<file path="src/rtl/sram_port_arbiter.sv">
// sram_port_arbiter: shares a two-bank, 4-lane SRAM between two requesters.
// Ports: pN_req/lock/we/addr/be/wdata in, pN_gnt (comb) / pN_rvalid out, shared rdata;
//        registered SRAM pins sram_addr/sram_wdata/wen/bank0_csn/bank1_csn, read bytes sram_d_0..7.
// Grant is combinational in cycle N, SRAM pins in N+1, read data valid in N+3.
// A requester is backpressured simply by not receiving pN_gnt; it holds pN_req until granted.
module sram_port_arbiter #(
   parameter int unsigned LOCK_MAX = 16,
   parameter bit          P0_FIRST = 1'b1
) (
   input  logic        hclk,
   input  logic        hrst_n,
   input  logic        p0_req,
   input  logic        p0_lock,
   input  logic        p0_we,
   input  logic [13:0] p0_addr,
   input  logic [3:0]  p0_be,
   input  logic [31:0] p0_wdata,
   output logic        p0_gnt,
   output logic        p0_rvalid,
   input  logic        p1_req,
   input  logic        p1_lock,
   input  logic        p1_we,
   input  logic [13:0] p1_addr,
   input  logic [3:0]  p1_be,
   input  logic [31:0] p1_wdata,
   output logic        p1_gnt,
   output logic        p1_rvalid,
   output logic [31:0] rdata,
   output logic [12:0] sram_addr,
   output logic [31:0] sram_wdata,
   output logic        wen,
   output logic [3:0]  bank0_csn,
   output logic [3:0]  bank1_csn,
   input  logic [7:0]  sram_d_0,
   input  logic [7:0]  sram_d_1,
   input  logic [7:0]  sram_d_2,
   input  logic [7:0]  sram_d_3,
   input  logic [7:0]  sram_d_4,
   input  logic [7:0]  sram_d_5,
   input  logic [7:0]  sram_d_6,
   input  logic [7:0]  sram_d_7
);

   typedef enum logic [1:0] {IDLE, OWN0, OWN1} state_t;

   localparam logic [7:0] LOCK_MAX_C = 8'(LOCK_MAX);

   state_t      state_q, state_d;
   logic [7:0]  lock_cnt_q, lock_cnt_d;
   // rr_last = 1 means port 1 was granted most recently, so port 0 wins the next tie in IDLE.
   logic        rr_last_q, rr_last_d;
   logic        gnt0, gnt1, any_gnt;
   logic [7:0]  lock_cnt_inc;

   logic        sel_we;
   logic [13:0] sel_addr;
   logic [3:0]  sel_be;
   logic [31:0] sel_wdata;

   // Read return pipeline: s1 = command on the pins, s2 = SRAM data on sram_d.
   logic        s1_rd, s1_port, s1_bank;
   logic        s2_rd, s2_port, s2_bank;

   assign lock_cnt_inc = (lock_cnt_q >= LOCK_MAX_C) ? LOCK_MAX_C : lock_cnt_q + 8'd1;

   // Arbitration and next-state
   always_comb begin
      gnt0       = 1'b0;
      gnt1       = 1'b0;
      state_d    = IDLE;
      lock_cnt_d = 8'd0;
      rr_last_d  = rr_last_q;

      if (p0_req && p1_req) begin
         case (state_q)
            OWN0:    if (lock_cnt_q == LOCK_MAX_C) gnt1 = 1'b1; else gnt0 = 1'b1;
            OWN1:    if (lock_cnt_q == LOCK_MAX_C) gnt0 = 1'b1; else gnt1 = 1'b1;
            default: if (rr_last_q) gnt0 = 1'b1; else gnt1 = 1'b1;
         endcase
      end else begin
         gnt0 = p0_req;
         gnt1 = p1_req;
      end

      if (gnt0) begin
         rr_last_d = 1'b0;
         if (p0_lock) begin
            state_d    = OWN0;
            lock_cnt_d = (state_q == OWN0) ? lock_cnt_inc : 8'd1;
         end
      end else if (gnt1) begin
         rr_last_d = 1'b1;
         if (p1_lock) begin
            state_d    = OWN1;
            lock_cnt_d = (state_q == OWN1) ? lock_cnt_inc : 8'd1;
         end
      end
   end

   assign any_gnt   = gnt0 | gnt1;
   assign p0_gnt    = gnt0 & hrst_n;
   assign p1_gnt    = gnt1 & hrst_n;

   assign sel_we    = gnt1 ? p1_we    : p0_we;
   assign sel_addr  = gnt1 ? p1_addr  : p0_addr;
   assign sel_be    = gnt1 ? p1_be    : p0_be;
   assign sel_wdata = gnt1 ? p1_wdata : p0_wdata;

   always_ff @(posedge hclk or negedge hrst_n) begin
      if (!hrst_n) begin
         state_q    <= IDLE;
         lock_cnt_q <= 8'd0;
         rr_last_q  <= P0_FIRST;
         sram_addr  <= 13'd0;
         sram_wdata <= 32'd0;
         wen        <= 1'b1;
         bank0_csn  <= 4'hF;
         bank1_csn  <= 4'hF;
         s1_rd      <= 1'b0;
         s1_port    <= 1'b0;
         s1_bank    <= 1'b0;
         s2_rd      <= 1'b0;
         s2_port    <= 1'b0;
         s2_bank    <= 1'b0;
         p0_rvalid  <= 1'b0;
         p1_rvalid  <= 1'b0;
         rdata      <= 32'd0;
      end else begin
         state_q    <= state_d;
         lock_cnt_q <= lock_cnt_d;
         rr_last_q  <= rr_last_d;

         if (any_gnt) begin
            sram_addr  <= sel_addr[12:0];
            sram_wdata <= sel_wdata;
            wen        <= ~sel_we;
            bank0_csn  <= sel_addr[13] ? 4'hF : ~sel_be;
            bank1_csn  <= sel_addr[13] ? ~sel_be : 4'hF;
         end else begin
            // Address and write data hold; only the strobes go idle.
            wen        <= 1'b1;
            bank0_csn  <= 4'hF;
            bank1_csn  <= 4'hF;
         end

         // A be=0 read still occupies the slot and returns rvalid (data undefined).
         s1_rd   <= any_gnt & ~sel_we;
         s1_port <= gnt1;
         s1_bank <= sel_addr[13];
         s2_rd   <= s1_rd;
         s2_port <= s1_port;
         s2_bank <= s1_bank;

         p0_rvalid <= s2_rd & ~s2_port;
         p1_rvalid <= s2_rd & s2_port;
         if (s2_rd) begin
            rdata <= s2_bank ? {sram_d_7, sram_d_6, sram_d_5, sram_d_4}
                             : {sram_d_3, sram_d_2, sram_d_1, sram_d_0};
         end
      end
   end

endmodule

</file>
<file path="config.mk">
export PLATFORM = sky130hd
export DESIGN_NAME = sram_port_arbiter
export DESIGN_NICKNAME = d
export VERILOG_FILES = /design/src/rtl/sram_port_arbiter.sv
export SDC_FILE = /design/constraint.sdc
export NUM_CORES = 1
export LEC_CHECK = 0
export CORE_ASPECT_RATIO = 1.5
export CORE_MARGIN = 5
export CORE_UTILIZATION = 46
export CTS_BUF_LIST = sky130_fd_sc_hd__clkbuf_4 sky130_fd_sc_hd__clkbuf_8
export CTS_CLUSTER_DIAMETER = 40
export DETAILED_ROUTE_END_ITERATION = 10
export GPL_TIMING_DRIVEN = 0
export PLACE_DENSITY = 0.95
export SETUP_SLACK_MARGIN = 0.05
export SYNTH_ARGS = -nofsm -noshare
export SYNTH_HDL_FRONTEND = slang
export SYNTH_SLANG_ARGS = --single-unit
</file>
<file path="constraint.sdc">
create_clock -name hclk -period 4.7 [get_ports hclk]
set_input_delay 0.705 -clock hclk [delete_from_list [all_inputs] [get_ports hclk]]
set_output_delay 0.705 -clock hclk [all_outputs]
set_load 0.02 [all_outputs]
</file>
==> results.py, run 1 <==
metrics = {
    "cts": {
        "root_buffer": "clkbuf_8",
        "clkTransAtPathRegs_ns": 0.10,
        "postCtsSetupBuffers": 0,
        "clockBufferDepth": 2,
        "cts_tree": "done",
        "hold_buffers": 0,
        "insertion_delay_ns": 0.38,
        "htreeDepth": 3,
        "cts_buffers": 9,
        "ctsResizeCount": 0,
        "cts_sinks": 105,
    },
    "timing": {
        "setup_violations": 0,
        "fin_crit_sh_pct": 82.8,
        "final.setup_skew_ns": 0.0141,
        "rsz0062_at_grt": "no",
        "max_slew.worst_pin.slew_ns": 0.711,
        "setup_slack_ns": 0.810,
        "drv_slew": 0,
        "slew_headroom_pct": 52.6,
        "hold_violations": 0,
        "clock.fmax_ghz": 0.257,
        "tns_ns": 0,
        "fin_crit_ns": 3.89,
        "hold_ws_ns": 0.340,
    },
    "final_layout": {
        "final_common_cell": "clkdlybuf4s50_1",
        "nets": 989,
        "drive_above_1_share_pct": 8.92,
        "area_growth_syn_to_layout_pct": 56.1,
        "n_antenna_cell": 0,
        "nFillCells": 800,
        "mostFrequentLayoutCells": "258 x clkdlybuf4s50_1, 95 x dfrtp_1, 49 x o31ai_1",
        "seq_area_mm2": 0.00264,
        "multi_input_area_mm2": 0.00242,
    },
    "route": {
        "drcViolationCount": 0,
        "routed_via_density": 6.12,
        "vias": 5920,
        "wire_per_inst_um": 21.4,
        "first_pass_iters": 6,
        "drtIter0Drc": 404,
        "wirelength_mm": 20.7,
        "ant_nets": 0,
    },
    "power": {
        "total_power_uw": 3180,
        "clkPwrFrac_pct": 20.0,
        "power.density_mw_per_mm2": 375,
        "leakage_uw": 0.00348,
        "comb_power_share_pct": 41.3,
        "power.share.switching_pct": 35.2,
        "p_int_uw": 2060,
        "p_switching_uw": 1120,
        "seqPwrFrac_pct": 38.7,
        "ir_worst_vdd_mv": 0.203,
    },
    "placed_design": {
        "hpwl_mm": 16.2,
        "dpl_worst_slack_ns": 0.778,
        "port_buffers": 259,
        "finalWeightedCongestion": 0.963,
    },
    "global_routing": {
        "track_usage_pct": 28.9,
        "gr-usage-met3_pct": 8.16,
        "grt_pass1_vias": 6082,
        "antenna_found_initial": 0,
        "grt-busiest-layer": "met2",
        "use_met1_pct": 32.6,
        "grt_use_met2_pct": 50.9,
        "grt_remaining_overflow": 0,
        "grt_max_degree": 58,
        "grt_pass1_wl_mm": 32.4,
    },
    "die": {
        "die_h_um": 143,
        "ios": 262,
        "rows": 48,
        "dieArea_mm2": 0.0141,
        "die_w_um": 98.7,
        "start_util_pct": 47.1,
        "core_mm2": 0.0115,
    },
    "synth": {
        "synth-seq-cells": 105,
        "yosysWarnings": 0,
        "seq_area_frac_synth_pct": 48.6,
        "synthArstFlopShare_pct": 100,
        "syn-instance-count": 540,
        "avgSynthCellArea_um2": 10.1,
        "synth-edff-count": 0,
        "yosysUniqueCellTypes": 48,
        "synthFlopType": "dfrtp_1",
        "syn_area_mm2": 0.00543,
    },
    "critical_path": {
        "cp_slowest_cell": "clkdlybuf4s50_1",
        "crit_type": "input pin to primary output",
        "critPathMaxStageDelay_ns": 0.57,
        "cp-start-kind": "input pin",
        "startpoint": "p1_req",
        "critPathCaptureType": "primary output",
        "cp_data_required_time_ns": 3.99,
        "worstSetupEndpoint": "p0_gnt",
        "reg2reg_from": "state_q[0]",
        "arrival_ns": 3.19,
        "r2r-end": "sram_wdata[17]",
        "crit_chain": "clkdlybuf4s50_1 > a21bo_2 > nand2_1 > clkbuf_1 > nand3_1 > and2_1 > clkdlybuf4s50_1",
        "r2r_cells": 9,
        "path_common_cell": "clkdlybuf4s50_1",
        "cp_max_fo": 10,
        "ff2ff_setup_slack_ns": 2.09,
    },
    "run": {
        "maxCapViolCount": 0,
    },
    "hold_path": {
        "holdCritPathClass": "input pin to async pin",
    },
    "outcome": {
        "status": "complete, no violations",
    },
}
[power by group through the flow]
stage / Combinational, uW / Clock, uW / Sequential [uW]
5_1_grt: 1400 / 681 / 1250
3_5_place_dp: 1310 / 0 / 1240
6_report: 1310 / 635 / 1230
2_1_floorplan: 395 / 0 / 1450
3_3_place_gp: 1260 / 0 / 1230
4_1_cts: 1310 / 637 / 1230
[worst max-delay path: cells and delay by family]
family | cells | cell delay [ns]
buf+inv | 3 | 1.52
simple gates | 3 | 0.69
compound gates | 1 | 0.26
[synth_stat cells (6+ instances only)]
cell type / number / area (um^2)
buf_6: 6 / 67.6
nor4_1: 47 / 294
clkbuf_1: 28 / 105
dfrtp_1: 95 / 2380
o32a_1: 8 / 80.1
nand4_1: 46 / 288
nand2_1: 9 / 33.8
o31ai_1: 49 / 368
inv_1: 9 / 33.8
a31oi_1: 48 / 300
buf_2: 26 / 130
mux2i_1: 33 / 330
nor2_1: 35 / 131
dfstp_2: 10 / 263
a21oi_1: 34 / 170
[logic make-up (layout without fill, tap and decap cells)]
| kind of cell | count (synthesis) | count (layout) | synth area share, % |
|---|---|---|---|
| xor+xnor | 2 | 2 | 0.323 |
| other cells | 1 | 3 | 0.0691 |
| simple gates | 170 | 170 | 18.2 |
| compound gates | 149 | 149 | 18.7 |
| flops | 105 | 105 | 48.6 |
| buf+inv | 75 | 351 | 6.89 |
| fa+ha+maj | 4 | 4 | 0.922 |
| mux | 34 | 34 | 6.29 |
[state kept, by name, indices dropped and copies added, names as in the netlist]
signal / flops
bank0_csn: 4
bank1_csn: 4
lock_cnt_q: 8
p0_rvalid: 1
p1_rvalid: 1
rdata: 32
rr_last_q: 1
s1_bank: 1
s1_port: 1
s1_rd: 1
s2_bank: 1
s2_port: 1
s2_rd: 1
sram_addr: 13
sram_wdata: 32
state_q: 2
wen: 1
[worst min-delay path by stage]
stage	start	end	slack (ns)
floorplan	s1_bank	s2_bank	0.33
global placement	s1_bank	s2_bank	0.34
detailed placement	s1_port	s2_port	0.34
CTS	hrst_n	rdata[20]	0.36
global route	s1_port	s2_port	0.38
finish	hrst_n	rdata[20]	0.34
[area by class of cell]
cell class                 instances  share of cell area [%]
timing repair buffer             260                    30.9
sequential                       105                    31.2
multi-input combinational        362                    28.6
clock buffer                      11                    1.71
clock inverter                     5                    1.02
inverter                           9                   0.399
buffer                            66                    4.02
tap                              150                    2.21
[metal layers]
metal	up-vias	wire length [um]
met3	71	2170
met5	-	0
met4	0	782
met1	2761	7280
met2	457	10500
li1	2631	-
[through the flow]
stage | instances | util [%] | area (um^2)
3_5_place_dp | 952 | 71.5 | 8240
4_1_cts | 968 | 73.5 | 8470
5_1_grt | 968 | 73.5 | 8470
3_3_place_gp | 951 | 71.3 | 8220
6_report | 968 | 73.5 | 8470
2_1_floorplan | 542 | - | 5440
(Power assumes the default switching activity.)
==> inputs of run 2 (changes only) <==
CORE_UTILIZATION = 38   (was 46)
PLACE_DENSITY = 0.85   (was 0.95)
clock period = 3.2 ns   (was 4.7 ns; I/O delays follow)
==> run 2 against run 1 <==
Compared with the run above:
- final cell count rose by 4.4%
- worst hold slack got worse by 0.17 ns
- clock skew rose by 0.0067 ns
- largest cell class unchanged
==> results.py, run 2 (synthesized netlist as in run 1, its figures left out) <==
metrics = {
    "final_layout": {
        "final_common_cell": "clkdlybuf4s50_1",
        "drive_above_1_share_pct": 9.40,
        "nFillCells": 1170,
        "n_antenna_cell": 0,
        "nets": 990,
        "mostFrequentLayoutCells": "256 x clkdlybuf4s50_1, 95 x dfrtp_1, 49 x o31ai_1",
        "multi_input_area_mm2": 0.00243,
        "largestRegisters": "rdata (32), sram_wdata (32), sram_addr (13)",
        "area_growth_syn_to_layout_pct": 56.4,
        "fin_area_mm2": 0.00849,
        "seq_area_mm2": 0.00264,
    },
    "route": {
        "routed_via_density": 5.60,
        "wirelength_mm": 20.4,
        "drtIter0Drc": 304,
        "drcViolationCount": 0,
        "ant_nets": 0,
        "first_pass_iters": 5,
        "wire_per_inst_um": 20.2,
        "vias": 5661,
    },
    "timing": {
        "hold_violations": 0,
        "max_slew.worst_pin.slew_ns": 0.806,
        "fin_crit_ns": 3.03,
        "fin_crit_sh_pct": 94.8,
        "final.setup_skew_ns": 0.0208,
        "setup_violations": 0,
        "tns_ns": 0,
        "slew_headroom_pct": 46.3,
        "rsz0062_at_grt": "no",
        "clock.fmax_ghz": 0.330,
        "drv_slew": 0,
    },
    "critical_path": {
        "r2r_cells": 9,
        "crit_type": "flip-flop to primary output",
        "r2r-end": "sram_addr[3]",
        "reg2reg_from": "state_q[0]",
        "cp_data_required_time_ns": 2.72,
        "cp_max_fo": 10,
        "critPathCaptureType": "primary output",
        "arrival_ns": 2.55,
        "cp-start-kind": "flip-flop",
        "ff2ff_setup_slack_ns": 0.66,
    },
    "placed_design": {
        "hpwl_mm": 15.8,
        "port_buffers": 259,
        "placed_area_mm2": 0.00830,
        "finalWeightedCongestion": 0.875,
    },
    "outcome": {
        "status": "complete, no violations",
    },
    "power": {
        "p_switching_uw": 1630,
        "seqPwrFrac_pct": 39.6,
        "power.share.switching_pct": 36.2,
        "power.density_mw_per_mm2": 529,
        "leakage_uw": 0.00347,
        "comb_power_share_pct": 42.7,
        "clkPwrFrac_pct": 17.7,
        "ir_worst_vdd_mv": 0.283,
        "p_int_uw": 2870,
    },
    "cts": {
        "cts_buffers": 9,
        "htreeDepth": 3,
        "cts_sinks": 105,
        "cts_tree": "done",
        "root_buffer": "clkbuf_8",
        "clkTransAtPathRegs_ns": 0.12,
        "insertion_delay_ns": 0.37,
        "hold_buffers": 0,
        "clockBufferDepth": 2,
    },
    "global_routing": {
        "grt_max_degree": 61,
        "grt_pass1_vias": 5851,
        "grt_pass1_wl_mm": 30.5,
        "track_usage_pct": 22.9,
        "antenna_found_initial": 1,
        "grt_remaining_overflow": 0,
    },
    "die": {
        "dieArea_mm2": 0.0168,
        "core_mm2": 0.0141,
        "die_h_um": 156,
        "ios": 262,
        "start_util_pct": 38.6,
        "die_w_um": 108,
        "rows": 53,
    },
    "hold_path": {
        "holdCritPathClass": "input pin to async pin",
    },
    "run": {
        "maxCapViolCount": 0,
    },
}
-- run 2: cell types whose count changed in the layout (fill, tap and decap cells not counted), sizes merged --
cell	before	now
buf	40	43
bufinv	2	0
clkbuf	39	37
clkdlybuf4s50	258	256
clkinv	2	5
dlygate4sd2	0	1
-- run 2: worst max-delay path: stages (launching register included) --
cell and delay [ns]:
dfrtp_1 0.37, inv_1 0.05, ha_1 0.28, buf_4 0.17, and2_0 0.15, o2111a_2 0.30, or3_4 0.35, buf_6 0.16
inv_1 0.09, and2_1 0.13, buf_4 0.15
-- run 2: area by class of cell --
| type | count | area share, % |
|---|---|---|
| timing repair buffer | 262 | 30.9 |
| multi-input combinational | 362 | 28.6 |
| sequential | 105 | 31.1 |
| inverter | 9 | 0.398 |
| clock buffer | 10 | 1.62 |
| buffer | 65 | 3.96 |
| clock inverter | 6 | 0.604 |
| tap | 192 | 2.83 |
-- run 2: how the worst max path moves through the flow --
| stage | endpoint | cells after the start | slack, ns | startpoint |
|---|---|---|---|---|
| after CTS | p1_gnt | 10 | -0.006 | state_q[0] |
| final | p1_gnt | 10 | 0.17 | state_q[0] |
| after floorplan | p1_gnt | 9 | 0.70 | state_q[0] |
| after global routing | p1_gnt | 10 | 0.04 | state_q[0] |
| after detailed placement | p0_gnt | 7 | -0.08 | p1_req |
| after global placement | p1_gnt | 3 | -2.79 | hrst_n |
-- run 2: layer usage --
layer  share of wire (%)  routed length, um  track usage [%]
met5               0.054                 11                0
met4                 4.8                972             12.8
met3                 7.7               1570             5.65
met2                  51              10500             40.4
met1                  36               7410             24.9
-- run 2: power by group through the flow --
stage,combinational (uW),sequential [uW],clock (uW)
3_5_place_dp,1920,1810,0
2_1_floorplan,581,2120,0
4_1_cts,1930,1780,817
3_3_place_gp,1890,1790,0
5_1_grt,2040,1820,868
6_report,1920,1780,795
-- run 2: repair_timing --
action                     in CTS  in global routing
buffers inserted                0                  2
pin swaps                       1                  2
hold endpoints to repair        0                  0
setup endpoints to repair       2                  1
resized for setup               5                  2
-- run 2: per-stage QoR --
stage	util, %	std cells	hold slack (ns)	worst slack [ns]	power [uW]
2_1_floorplan	-	542	0.184	0.704	2710
6_report	60.4	1011	0.174	0.165	4490
3_5_place_dp	59.0	994	0.338	-0.0805	3730
5_1_grt	60.4	1011	0.233	0.0401	4720
3_3_place_gp	58.8	993	0.336	-2.79	3680
4_1_cts	60.3	1009	0.201	-0.00584	4520
